File: src/rtl/spi_regfile_rw.sv
// SPI mode-0 peripheral owning NUM_REGS x DATA_W configuration registers.
// Frame: R/W bit (1=write), ADDR_W address bits, DATA_W data bits, MSB first,
// sampled on sclk rise. Reads shift the addressed register out on cipo,
// and writes commit one clk after the last data bit is seen.
// Output contract: wr_strobe is a single-cycle pulse. It is qualified by
// nothing else, and wr_addr and regs_out are already updated in that cycle.
module spi_regfile_rw #(
  parameter int NUM_REGS    = 5,
  parameter int ADDR_W      = 7,
  parameter int DATA_W      = 8,
  parameter int SYNC_STAGES = 2
) (
  input  logic                         clk,
  input  logic                         rst,
  input  logic                         sclk,
  input  logic                         ncs,
  input  logic                         copi,
  output logic                         cipo,
  output logic                         cipo_oe,
  output logic [NUM_REGS*DATA_W-1:0]   regs_out,
  output logic                         wr_strobe,
  output logic [ADDR_W-1:0]            wr_addr,
  output logic [2:0]                   state_o
);

  localparam int FRAME_LEN = 1 + ADDR_W + DATA_W;
  localparam int CNT_W     = $clog2(FRAME_LEN + 1);
  // The shift register only has to hold R/W+address or the data word.
  localparam int SH_W      = (ADDR_W + 1 > DATA_W) ? ADDR_W + 1 : DATA_W;

  typedef enum logic [2:0] {
    S_IDLE  = 3'd0,
    S_ADDR  = 3'd1,
    S_RDATA = 3'd2,
    S_WDATA = 3'd3,
    S_DONE  = 3'd4
  } state_t;

  state_t state_q, state_d;

  logic [SYNC_STAGES-1:0] sclk_sync_q, ncs_sync_q, copi_sync_q;
  logic [SYNC_STAGES:0]   vld_q;
  logic                   sclk_prev_q, ncs_prev_q;
  logic                   sclk_s, ncs_s, copi_s, edges_en;
  logic                   sclk_rise, sclk_fall, ncs_fall, ncs_rise, sclk_act;

  logic [CNT_W-1:0]       bit_cnt_q;
  logic [SH_W-2:0]        shift_q;
  logic [SH_W-1:0]        shift_d;
  logic [ADDR_W-1:0]      addr_q;
  logic [DATA_W-1:0]      wdata_q;
  logic                   commit_pend_q;
  logic                   last_addr_bit, last_data_bit;

  logic [DATA_W-1:0]      tx_q;
  logic                   cipo_q;
  logic [DATA_W-1:0]      rd_val;
  logic                   wr_hit;

  logic [DATA_W-1:0]      regs_q [NUM_REGS];
  logic                   wr_strobe_q;
  logic [ADDR_W-1:0]      wr_addr_q;

  // Input synchronisers, edge-history copies and a fill tracker. Edges stay
  // masked until the pipeline holds real pin samples, so an ncs held low
  // through reset release is not seen as a fall.
  always_ff @(posedge clk or posedge rst) begin
    if (rst) begin
      sclk_sync_q <= '0;
      ncs_sync_q  <= '1;
      copi_sync_q <= '0;
      vld_q       <= '0;
      sclk_prev_q <= 1'b0;
      ncs_prev_q  <= 1'b1;
    end else begin
      sclk_sync_q <= {sclk_sync_q[SYNC_STAGES-2:0], sclk};
      ncs_sync_q  <= {ncs_sync_q[SYNC_STAGES-2:0], ncs};
      copi_sync_q <= {copi_sync_q[SYNC_STAGES-2:0], copi};
      vld_q       <= {vld_q[SYNC_STAGES-1:0], 1'b1};
      sclk_prev_q <= sclk_s;
      ncs_prev_q  <= ncs_s;
    end
  end

  assign sclk_s    = sclk_sync_q[SYNC_STAGES-1];
  assign ncs_s     = ncs_sync_q[SYNC_STAGES-1];
  assign copi_s    = copi_sync_q[SYNC_STAGES-1];
  assign edges_en  = vld_q[SYNC_STAGES];
  assign sclk_rise = edges_en &  sclk_s & ~sclk_prev_q;
  assign sclk_fall = edges_en & ~sclk_s &  sclk_prev_q;
  assign ncs_fall  = edges_en & ~ncs_s  &  ncs_prev_q;
  assign ncs_rise  = edges_en &  ncs_s  & ~ncs_prev_q;
  // A chip-select edge takes priority over any sclk edge in the same cycle.
  assign sclk_act  = sclk_rise & ~ncs_rise & ~ncs_fall;

  assign shift_d       = {shift_q, copi_s};
  assign last_addr_bit = (bit_cnt_q == CNT_W'(ADDR_W));
  assign last_data_bit = (bit_cnt_q == CNT_W'(FRAME_LEN - 1));

  // Frame state register.
  always_ff @(posedge clk or posedge rst) begin
    if (rst) state_q <= S_IDLE;
    else     state_q <= state_d;
  end

  // Next-state logic: ncs rise aborts, ncs fall (re)starts, sclk rises advance.
  always_comb begin
    state_d = state_q;
    if (ncs_rise) begin
      state_d = S_IDLE;
    end else if (ncs_fall) begin
      state_d = S_ADDR;
    end else if (sclk_rise) begin
      case (state_q)
        S_ADDR:  if (last_addr_bit) state_d = shift_d[ADDR_W] ? S_WDATA : S_RDATA;
        S_WDATA: if (last_data_bit) state_d = S_DONE;
        default: state_d = state_q;
      endcase
    end
  end

  // Read mux over implemented registers; unimplemented addresses read as 0.
  always_comb begin
    rd_val = '0;
    for (int i = 0; i < NUM_REGS; i++) begin
      if (shift_d[ADDR_W-1:0] == ADDR_W'(i)) rd_val = regs_q[i];
    end
  end

  // Decide whether the pending write targets an implemented register.
  always_comb begin
    wr_hit = 1'b0;
    for (int i = 0; i < NUM_REGS; i++) begin
      if (addr_q == ADDR_W'(i)) wr_hit = 1'b1;
    end
  end

  // Receive path: bit counter, shift register, captured address and data.
  always_ff @(posedge clk or posedge rst) begin
    if (rst) begin
      bit_cnt_q     <= '0;
      shift_q       <= '0;
      addr_q        <= '0;
      wdata_q       <= '0;
      commit_pend_q <= 1'b0;
    end else begin
      commit_pend_q <= 1'b0;
      if (ncs_fall) begin
        bit_cnt_q <= '0;
        shift_q   <= '0;
      end else if (sclk_act && (state_q == S_ADDR || state_q == S_WDATA)) begin
        shift_q   <= shift_d[SH_W-2:0];
        bit_cnt_q <= bit_cnt_q + 1'b1;
        if (state_q == S_ADDR && last_addr_bit) addr_q <= shift_d[ADDR_W-1:0];
        if (state_q == S_WDATA && last_data_bit) begin
          wdata_q       <= shift_d[DATA_W-1:0];
          commit_pend_q <= 1'b1;
        end
      end
    end
  end

  // Transmit path: load the read value with the last address bit, then
  // present one bit per sclk fall, MSB first.
  always_ff @(posedge clk or posedge rst) begin
    if (rst) begin
      tx_q   <= '0;
      cipo_q <= 1'b0;
    end else if (state_q == S_IDLE) begin
      cipo_q <= 1'b0;
    end else if (sclk_act && state_q == S_ADDR && last_addr_bit) begin
      tx_q <= rd_val;
    end else if (state_q == S_RDATA && sclk_fall && !ncs_rise) begin
      cipo_q <= tx_q[DATA_W-1];
      tx_q   <= tx_q << 1;
    end
  end

  // Write commit: independent of the FSM so a same-cycle ncs rise cannot stop it.
  always_ff @(posedge clk or posedge rst) begin
    if (rst) begin
      for (int i = 0; i < NUM_REGS; i++) regs_q[i] <= '0;
      wr_strobe_q <= 1'b0;
      wr_addr_q   <= '0;
    end else begin
      wr_strobe_q <= 1'b0;
      if (commit_pend_q && wr_hit) begin
        for (int i = 0; i < NUM_REGS; i++) begin
          if (addr_q == ADDR_W'(i)) regs_q[i] <= wdata_q;
        end
        wr_strobe_q <= 1'b1;
        wr_addr_q   <= addr_q;
      end
    end
  end

  for (genvar g = 0; g < NUM_REGS; g++) begin : g_flat
    assign regs_out[g*DATA_W +: DATA_W] = regs_q[g];
  end

  assign cipo      = cipo_q;
  assign cipo_oe   = (state_q == S_RDATA) & ~ncs_s;
  assign wr_strobe = wr_strobe_q;
  assign wr_addr   = wr_addr_q;
  assign state_o   = state_q;

endmodule
File: config.mk
export PLATFORM = sky130hd
export DESIGN_NAME = spi_regfile_rw
export DESIGN_NICKNAME = d
export VERILOG_FILES = /design/src/rtl/spi_regfile_rw.sv
export SDC_FILE = /design/constraint.sdc
export NUM_CORES = 1
export LEC_CHECK = 0
export ABC_CLOCK_PERIOD_IN_PS = 5900
export CAP_MARGIN = 25
export CORE_UTILIZATION = 30
export CTS_BUF_LIST = sky130_fd_sc_hd__clkbuf_16
export DETAILED_ROUTE_END_ITERATION = 8
export DONT_BUFFER_PORTS = 1
export PLACE_DENSITY_LB_ADDON = 0.05
export REMOVE_ABC_BUFFERS = 1
export SLEW_MARGIN = 20
export SYNTH_ARGS = -nofsm -noshare
export SYNTH_HDL_FRONTEND = slang
export SYNTH_SLANG_ARGS = --single-unit
File: constraint.sdc
create_clock -name clk -period 5.9 [get_ports clk]
set_input_delay 0.59 -clock clk [delete_from_list [all_inputs] [get_ports clk]]
set_output_delay 0.59 -clock clk [all_outputs]
set_load 0.02 [all_outputs]
==> flow_summary.ini, run 1 <==
[place]
portBuffers = 0
placed_cells = 503
place_hpwl_um = 6595
gp_congestion = 0.6840

[setup_path]
regToRegSetupSlack_ps = 3600
crit_family = simple AND/OR/NAND/NOR gates
end_kind = flop
required_ps = 6120
critPathMaxStageDelay_ps = 560
r2r_end = regs_out[27]
arrival_ps = 2530
r2r_cells = 4
cp_max_fo = 8
crit_path_cell_trace = nor4_2 > and3b_1 > and3_1 > mux2_1
cpMaxStageDelayCell = and3_1
reg2reg_from = addr_q[6]
crit_path_start_kind = flop
criticalPathCategory = flop to flop
cp_num_buf_inv = 0

[logic_synthesis]
synth_cells = 335
synth_top_flop_cell = dfrtp_1
syn_area_per_cell_um2 = 12.93
yosysSeqAreaShare = 0.5730
netlist_area_mm2 = 0.004330
ys_seq_elements = 99
yosys_warnings = 0
ys_async_sr_fraction = 1.000
synth_edf_count = 0
yosysUniqueCellTypes = 50

[clock_network]
numClockSinks = 99
clk_path_buf_depth = 2
cts_hold_buf = 0
cts_root_buffer = clkbuf_16
htree_levels = 3
post-cts-setup-buffers = 0
cts_tree = yes
post_cts_resized = 0
clk_pin_slew_worst_paths_ps = 70
numCtsBuffers = 9
clk_latency_ps = 340

[route]
dr.pass1.iters = 4
ant_nets = 0
vias_per_cell = 5.014
drtIter0Drc = 73
post_drt_wl_per_cell_um = 19.33
drc = 0
vias = 2597
wirelength_um = 10020

[floorplan]
die_area_mm2 = 0.01492
die_h_um = 122.1
coreArea_mm2 = 0.01399
start_util = 0.3096
ioPinCount = 58
die_w_um = 122.1
rows = 43

[power]
combinationalPowerShare = 0.029
powerDensity_mw_per_mm2 = 281.7
p_sw_w = 0.0002890
p_int_w = 0.001060
pwr-share-clk = 0.454
peakVddDrop_uv = 141.9
p_seq_frac = 0.516
p_leak_nw = 2.261
swShare = 0.2143

[timing]
finalSetupTns_ps = 0
hold_violations = 0
rsz0062_at_grt = no
whs_ps = 178.2
tightest_slew_ps = 780.2
slew_violations = 0
clock_skew_ps = 12.13
timing.final.setup_violations = 0
slew_headroom = 0.4783
post-route-period-util = 0.3906
maxClockFrequency_ghz = 0.4339
layout_min_cycle_time_ps = 2305

[status]
status = complete, no violations

[layout]
instances_no_fill = 518
antenna_cells = 0
finish.utilization = 0.3423
final_layout_size_suffix_gt1_frac = 0.2219
nets = 341
syn_to_final_growth_pct = 10.57

[global_route]
gr-total-overflow = 0
grt_pass1_vias = 2627
grt_max_degree = 54
antenna_found_initial = 0
grt_usage = 0.1469
grt_pass1_wl_um = 16000

[flow_run]
max_cap_viol_count = 0

[worst_hold_path]
min_path_type = primary input to async pin
cell type report:
class | count | area, um^2
Multi-Input combinational cell | 212 | 1723
Tap cell | 180 | 225.2
Clock inverter | 6 | 75.07
Timing Repair Buffer | 3 | 22.52
Fill cell | 1398 | 9200
Sequential cell | 99 | 2481
Inverter | 9 | 36.28
Clock buffer | 9 | 225.2
through the flow:
step / setup slack [ps] / cell area (um^2) / power (W)
after global routing: 3436 / 4788 / 0.001407
after global placement: 3587 / 4488 / 0.0007514
final: 3595 / 4788 / 0.001349
after detailed placement: 3553 / 4488 / 0.0007515
after CTS: 3534 / 4788 / 0.001372
after floorplan: 2725 / 4238 / 0.0007351
layout by cell type, fill, tap and decap left out, types with 4 or more instances in the layout:
master,n
dfrtp_1,96
mux2_1,8
o21ai_0,27
nand3_1,4
inv_1,11
nand2_1,26
nor2_1,5
nand3b_1,8
mux2_2,47
clkbuf_16,9
and2_1,4
mux2i_1,27
o22ai_1,8
power groups by stage:
stage	sequential [W]	combinational, W	clock [W]
after floorplan	0.000709	0.0000257	0
after global placement	0.000710	0.0000418	0
after detailed placement	0.000710	0.0000418	0
after global routing	0.000698	0.0000467	0.000662
after CTS	0.000697	0.0000420	0.000634
final	0.000697	0.0000397	0.000613
how the worst max path moves through the flow:
stage / from / end / cells after the start
floorplan: rst / addr_q[0] / 1
global placement: addr_q[6] / regs_out[29] / 4
detailed placement: addr_q[6] / regs_out[28] / 4
CTS: addr_q[6] / regs_out[28] / 4
global route: addr_q[6] / regs_out[27] / 4
finish: addr_q[6] / regs_out[27] / 4
synthesized netlist by cell type (3+ instances only):
master    count  area (um^2)
nor2_1        5        18.77
o21ai_0      27        135.1
mux2i_1      27        270.3
buf_2         5        25.02
o21a_1        3        22.52
and3b_1       3        26.28
o22ai_1       8        50.05
dfstp_2       3        78.83
a21oi_1       3        15.01
inv_1         9        33.78
clkbuf_1      4        15.01
nand2_1      26        97.59
o22a_1        3        26.28
nand3b_1      8        60.06
and3_1        3        18.77
and2_1        4        25.02
nand3_1       4        20.02
dfrtp_1      96         2402
buf_4         3        22.52
mux2_2       47        529.3
mux2_1        8        90.09
state kept, by name, summed over array words and instances (netlist names), 2 cells and up:
name / flops
regs_out: 40
tx_q: 8
wdata_q: 8
addr_q: 7
shift_q: 7
wr_addr: 7
bit_cnt_q: 5
state_o: 3
vld_q: 3
copi_sync_q: 2
ncs_sync_q: 2
sclk_sync_q: 2
cells by family after synthesis:
kind of cell	count (synthesis)	share of synthesized area
buf+inv	24	0.02918
xor+xnor	1	0.002023
mux	82	0.2054
fa+ha+maj	2	0.005778
compound gates	53	0.07570
other cells	1	0.0008660
flops	99	0.5730
simple gates	73	0.1081
routing by layer:
metal / up-vias / wire (um) / part of all wire / track usage
met5: - / 0 / 0 / 0
met4: 0 / 187 / 0.019 / 0.06174
met3: 13 / 428 / 0.043 / 0.03277
met2: 60 / 4506 / 0.45 / 0.2193
met1: 1319 / 4893 / 0.49 / 0.2040
li1: 1205 / - / - / -
Power figures use the tool's default switching activity.
==> run 2: changes to the inputs <==
Settings changed: ABC_CLOCK_PERIOD_IN_PS 5900 to 2400.
Clock period 5.9 ns to 2.4 ns, I/O delays scaled along.
==> run 2 against run 1 <==
  * Worst hold slack improved by 170 ps
  * Via count rose by 2.3%
  * Clock skew fell by 4.7 ps
  * Final cell count rose by 2.5%
  * Sequential power rose by 150%
  * Setup slack got worse by 3300 ps
  * First-iteration DRC count rose by 32%
  * Utilization rose by 0.81 points
  * Wire length rose by 4.7%
  * Design area rose by 2.4%
  * Clock power rose by 130%
  * Critical endpoint is now wdata_q[3]
  * Largest cell class unchanged
  * Highest routed layer unchanged
==> flow_summary.ini, run 2 (synthesized netlist as in run 1, its figures left out) <==
[clock_network]
cts_tree = yes
clk_latency_ps = 350
cts_hold_buf = 4
post_cts_resized = 0
post-cts-setup-buffers = 0
cts_root_buffer = clkbuf_16
numClockSinks = 99
htree_levels = 3
clk_path_buf_depth = 2
numCtsBuffers = 9
clk_pin_slew_worst_paths_ps = 70

[setup_path]
end_kind = flop
criticalPathCategory = flop to flop
required_ps = 2630
r2r_cells = 6
cp_num_buf_inv = 0
crit_path_start_kind = flop
cp.depth = 6
regToRegSetupSlack_ps = 320
crit_family = simple AND/OR/NAND/NOR gates
cp_max_fo = 8
arrival_ps = 2310
crit_path_cell_trace = ha_1 > and3_1 > ha_1 > nand3_1 > nor3_4 > mux2_2
cpMaxStageDelayCell = nor3_4
critPathMaxStageDelay_ps = 450
cp_common_cell = ha_1

[power]
total_power_w = 0.003238
powerDensity_mw_per_mm2 = 660.5
peakVddDrop_uv = 289.0
p_leak_nw = 2.318

[layout]
syn_to_final_growth_pct = 13.20
final_cell_mix = dfrtp_1 (96), mux2_2 (47), o21ai_0 (27), mux2i_1 (27), nand2_1 (26)
antenna_cells = 0
final_common_cell = dfrtp_1
final_layout_size_suffix_gt1_frac = 0.2422
nets = 355
final.fill_count = 1421
largest_reg_flops = 40

[flow_run]
max_cap_viol_count = 0

[worst_hold_path]
min_path_type = flop to flop
whs_path_depth = 0

[route]
dr.pass1.iters = 4
wirelength_um = 10480
post_drt_wl_per_cell_um = 19.74
vias = 2658
top_layer = met4
vias_per_cell = 5.006
drtIter0Drc = 96
wl_met1_um = 5167
wl_met2_um = 4708
ant_nets = 0
wl_met3_um = 409
drc = 0

[timing]
tightest_slew_ps = 716.2
setup_slack_ps = 324.6
maxClockFrequency_ghz = 0.4818
slew_violations = 0
post-route-period-util = 0.8648
layout_min_cycle_time_ps = 2075
finalSetupTns_ps = 0
slew_headroom = 0.5226
timing.final.setup_violations = 0
hold_violations = 0
rsz0062_at_grt = no
clock_skew_ps = 7.403
whs_ps = 347.4

[floorplan]
rows = 43
ioPinCount = 58
start_util = 0.3096
die_w_um = 122.1
coreArea_mm2 = 0.01399
die_area_mm2 = 0.01492
die_h_um = 122.1

[place]
gp_congestion = 0.6941
place_hpwl_um = 6989
place_ws_ps = 315.0
portBuffers = 0

[global_route]
grt_usage = 0.1547
antenna_found_initial = 0
grt_pass1_wl_um = 16830
grt_max_degree = 52
gr-total-overflow = 0
grt_pass1_vias = 2812

[status]
status = complete, no violations
-- run 2: changes by cell type in the layout (fill, tap and decap cells not counted) --
cell	before	now
buf_12	0	2
bufinv_16	2	1
inv_1	11	10
dlygate4sd3_1	0	4
clkinvlp_4	0	1
buf_4	3	11
-- run 2: path summary, 6_finish.rpt --
kind,from,endpoint
max,bit_cnt_q[0],wdata_q[3]
min,vld_q[1],vld_q[2]
max reg2reg,bit_cnt_q[0],wdata_q[3]
min reg2reg,vld_q[1],vld_q[2]
max in group asynchronous,rst,ncs_sync_q[0]
min in group asynchronous,rst,wr_addr[4]
-- run 2: power by group --
group	internal [W]	leakage, nW	switching (W)
sequential	0.00169	1.35	0.0000279
clock	0.000786	0.137	0.000622
combinational	0.0000379	0.828	0.0000771
-- run 2: cell type report --
class                      count  area, um^2  area share
multi-input combinational    212        1723      0.3515
sequential                    99        2481      0.5061
tap                          180       225.2     0.04594
clock inverter                 5       48.80    0.009954
timing repair buffer          17       162.7     0.03318
inverter                       9       36.28    0.007402
clock buffer                   9       225.2     0.04594
-- run 2: worst register-to-register path, stage by stage, from the launching register on --
cell and delay [ps]:
dfrtp_1 390, ha_1 210, and3_1 160, ha_1 210, nand3_1 150, nor3_4 450, mux2_2 400
-- run 2: layer usage --
metal,global-route usage,up-vias
met5,0,-
met4,0.06860,0
met3,0.03137,12
met2,0.2320,48
met1,0.2146,1367
li1,-,1231
-- run 2: metrics by stage --
step	area, um^2	std cells	util
detailed placement	4588	513	0.3280
global route	4902	531	0.3504
floorplan	4238	320	-
global placement	4588	513	0.3280
CTS	4902	531	0.3504
finish	4902	531	0.3504
==> run 3: changes to the inputs <==
Settings changed: ABC_CLOCK_PERIOD_IN_PS 2400 to 2270, CORE_ASPECT_RATIO set to 1.2, CORE_UTILIZATION 30 to 53.
Clock period 2.4 ns to 2.27 ns, I/O delays scaled along.
==> run 3 against run 2 <==
  * Worst hold slack improved by 1.3 ps
  * Critical endpoint is now addr_q[3]
  * Via count decreased by 1.2%
  * Fmax increased by 4.8%
  * Final cell count decreased by 17%
  * Flip-flop and latch count unchanged
  * Sequential power increased by 6%
  * Total power increased by 5.7%
  * Utilization increased by 26 points
  * The run now ends with design-rule violations left
  * Highest routed layer unchanged
  * Clock skew decreased by 1.1 ps
==> flow_summary.ini, run 3 (synthesized netlist as in run 1, its figures left out) <==
[status]
status = finished with violations
violations = design-rule violations

[timing]
setup_slack_ps = 289.0
layout_min_cycle_time_ps = 1981
slew_headroom = 0.6168
clock_skew_ps = 6.306
hold_violations = 0
slew_violations = 0
post-route-period-util = 0.8727
maxClockFrequency_ghz = 0.5048
rsz0062_at_grt = no
tightest_slew_ps = 574.9
timing.final.setup_violations = 0

[global_route]
gr-total-overflow = 0
grtUsageMet2 = 0.3240
met3_usage = 0.05160
grt_pass1_wl_um = 13700
grt-busiest-layer = met2
grt_usage = 0.2125
grt_max_degree = 48
antenna_found_initial = 0
grt_use_met1 = 0.2968
grt_pass1_vias = 2583

[floorplan]
coreArea_mm2 = 0.007795
start_util = 0.5555
die_area_mm2 = 0.008538
ioPinCount = 58
die_h_um = 101.0
die_w_um = 84.52
rows = 35

[layout]
nets = 353
antenna_cells = 0
final_layout_size_suffix_gt1_frac = 0.2479
syn_to_final_growth_pct = 10.52
final.fill_count = 637
seq_area_mm2 = 0.002481
final_cell_mix = dfrtp_1 (96), mux2_2 (47), o21ai_0 (27), mux2i_1 (27), nand2_1 (26)
multiInputGateArea_mm2 = 0.001723
final_common_cell = dfrtp_1
instances_no_fill = 443
largest_reg_flops = 40

[setup_path]
crit_path_start_kind = flop
cp_max_fo = 10
regToRegSetupSlack_ps = 290
arrival_ps = 2200
startpoint = state_o[2]
r2r_end = addr_q[3]
criticalPathCategory = flop to flop
end_kind = flop
required_ps = 2490
endpoint = addr_q[3]
reg2reg_from = state_o[2]
r2r_cells = 4

[power]
total_power_w = 0.003422
combinationalPowerShare = 0.032
p_int_w = 0.002670
pwr-share-clk = 0.438
p_seq_frac = 0.530
powerDensity_mw_per_mm2 = 715.1
p_sw_w = 0.0007525
p_leak_nw = 2.304
peakVddDrop_uv = 482.3
swShare = 0.2199

[route]
vias = 2625
post_drt_wl_per_cell_um = 19.38
dr.pass1.iters = 6
drc = 5
ant_nets = 0
drtIter0Drc = 172
vias_per_cell = 5.926
wirelength_um = 8586

[worst_hold_path]
min_path_type = flop to flop

[place]
placed_cells = 423
portBuffers = 0
place_ws_ps = 318.2
gp_congestion = 0.8226
place_hpwl_um = 5755

[clock_network]
clk_latency_ps = 340
clk_pin_slew_worst_paths_ps = 70
htree_levels = 3
cts_root_buffer = clkbuf_16
clk_path_buf_depth = 2
numCtsBuffers = 9
numClockSinks = 99
post_cts_resized = 0
cts_tree = yes

[flow_run]
max_cap_viol_count = 0
## run 3: cell types whose count changed in the layout (fill, tap and decap cells not counted)
cell | before | now
buf_12 | 2 | 1
buf_4 | 11 | 10
clkinv_1 | 1 | 0
clkinv_2 | 0 | 1
clkinv_4 | 0 | 1
clkinvlp_4 | 1 | 3
inv_1 | 10 | 9
## run 3: metal layers
metal | wire [um] | up-vias
met4 | 125 | 0
li1 | - | 1223
met1 | 4096 | 1329
met2 | 4012 | 64
met5 | 0 | -
met3 | 352 | 9
## run 3: what timing repair did
item	CTS	global route
buffers inserted	0	0
hold buffers	4	0
endpoints found under the hold margin	47	0
## run 3: worst min-delay path by stage
stage                    from              to  slack, ps  depth (start not counted)
6_report       copi_sync_q[0]  copi_sync_q[1]        350                          0
5_1_grt        copi_sync_q[0]  copi_sync_q[1]        350                          0
4_1_cts              vld_q[0]        vld_q[1]        350                          0
3_5_place_dp              rst            cipo        200                          1
3_3_place_gp              rst            cipo        200                          1
2_1_floorplan             ncs   ncs_sync_q[0]        230                          0
## run 3: per-stage QoR
stage | setup TNS, ps | hold WS (ps) | instance area (um^2) | utilization
2_1_floorplan | -52080 | 231.5 | 4238 | -
3_3_place_gp | 0 | 197.8 | 4451 | 0.5709
3_5_place_dp | 0 | 201.8 | 4451 | 0.5709
4_1_cts | 0 | 350.6 | 4786 | 0.6140
5_1_grt | 0 | 354.2 | 4786 | 0.6140
6_report | 0 | 348.7 | 4786 | 0.6140
## run 3: power groups by stage
stage               Sequential (W)  Clock [W]  Combinational (W)
floorplan                  0.00184          0          0.0000669
global placement           0.00185          0           0.000105
detailed placement         0.00185          0           0.000106
CTS                        0.00181    0.00153           0.000112
global route               0.00182    0.00160           0.000124
finish                     0.00181    0.00150           0.000109
## run 3: cell type report
cell class / count / area share
sequential: 99 / 0.5184
multi-input combinational: 212 / 0.3600
clock buffer: 9 / 0.04706
timing repair buffer: 15 / 0.02824
tap: 92 / 0.02405
clock inverter: 7 / 0.01464
inverter: 9 / 0.007582
## run 3: critical path, stage by stage, from the launching register on
cell	delay (ps)
dfrtp_1	520
and2b_1	350
and2_4	180
and3_1	420
mux2_2	390
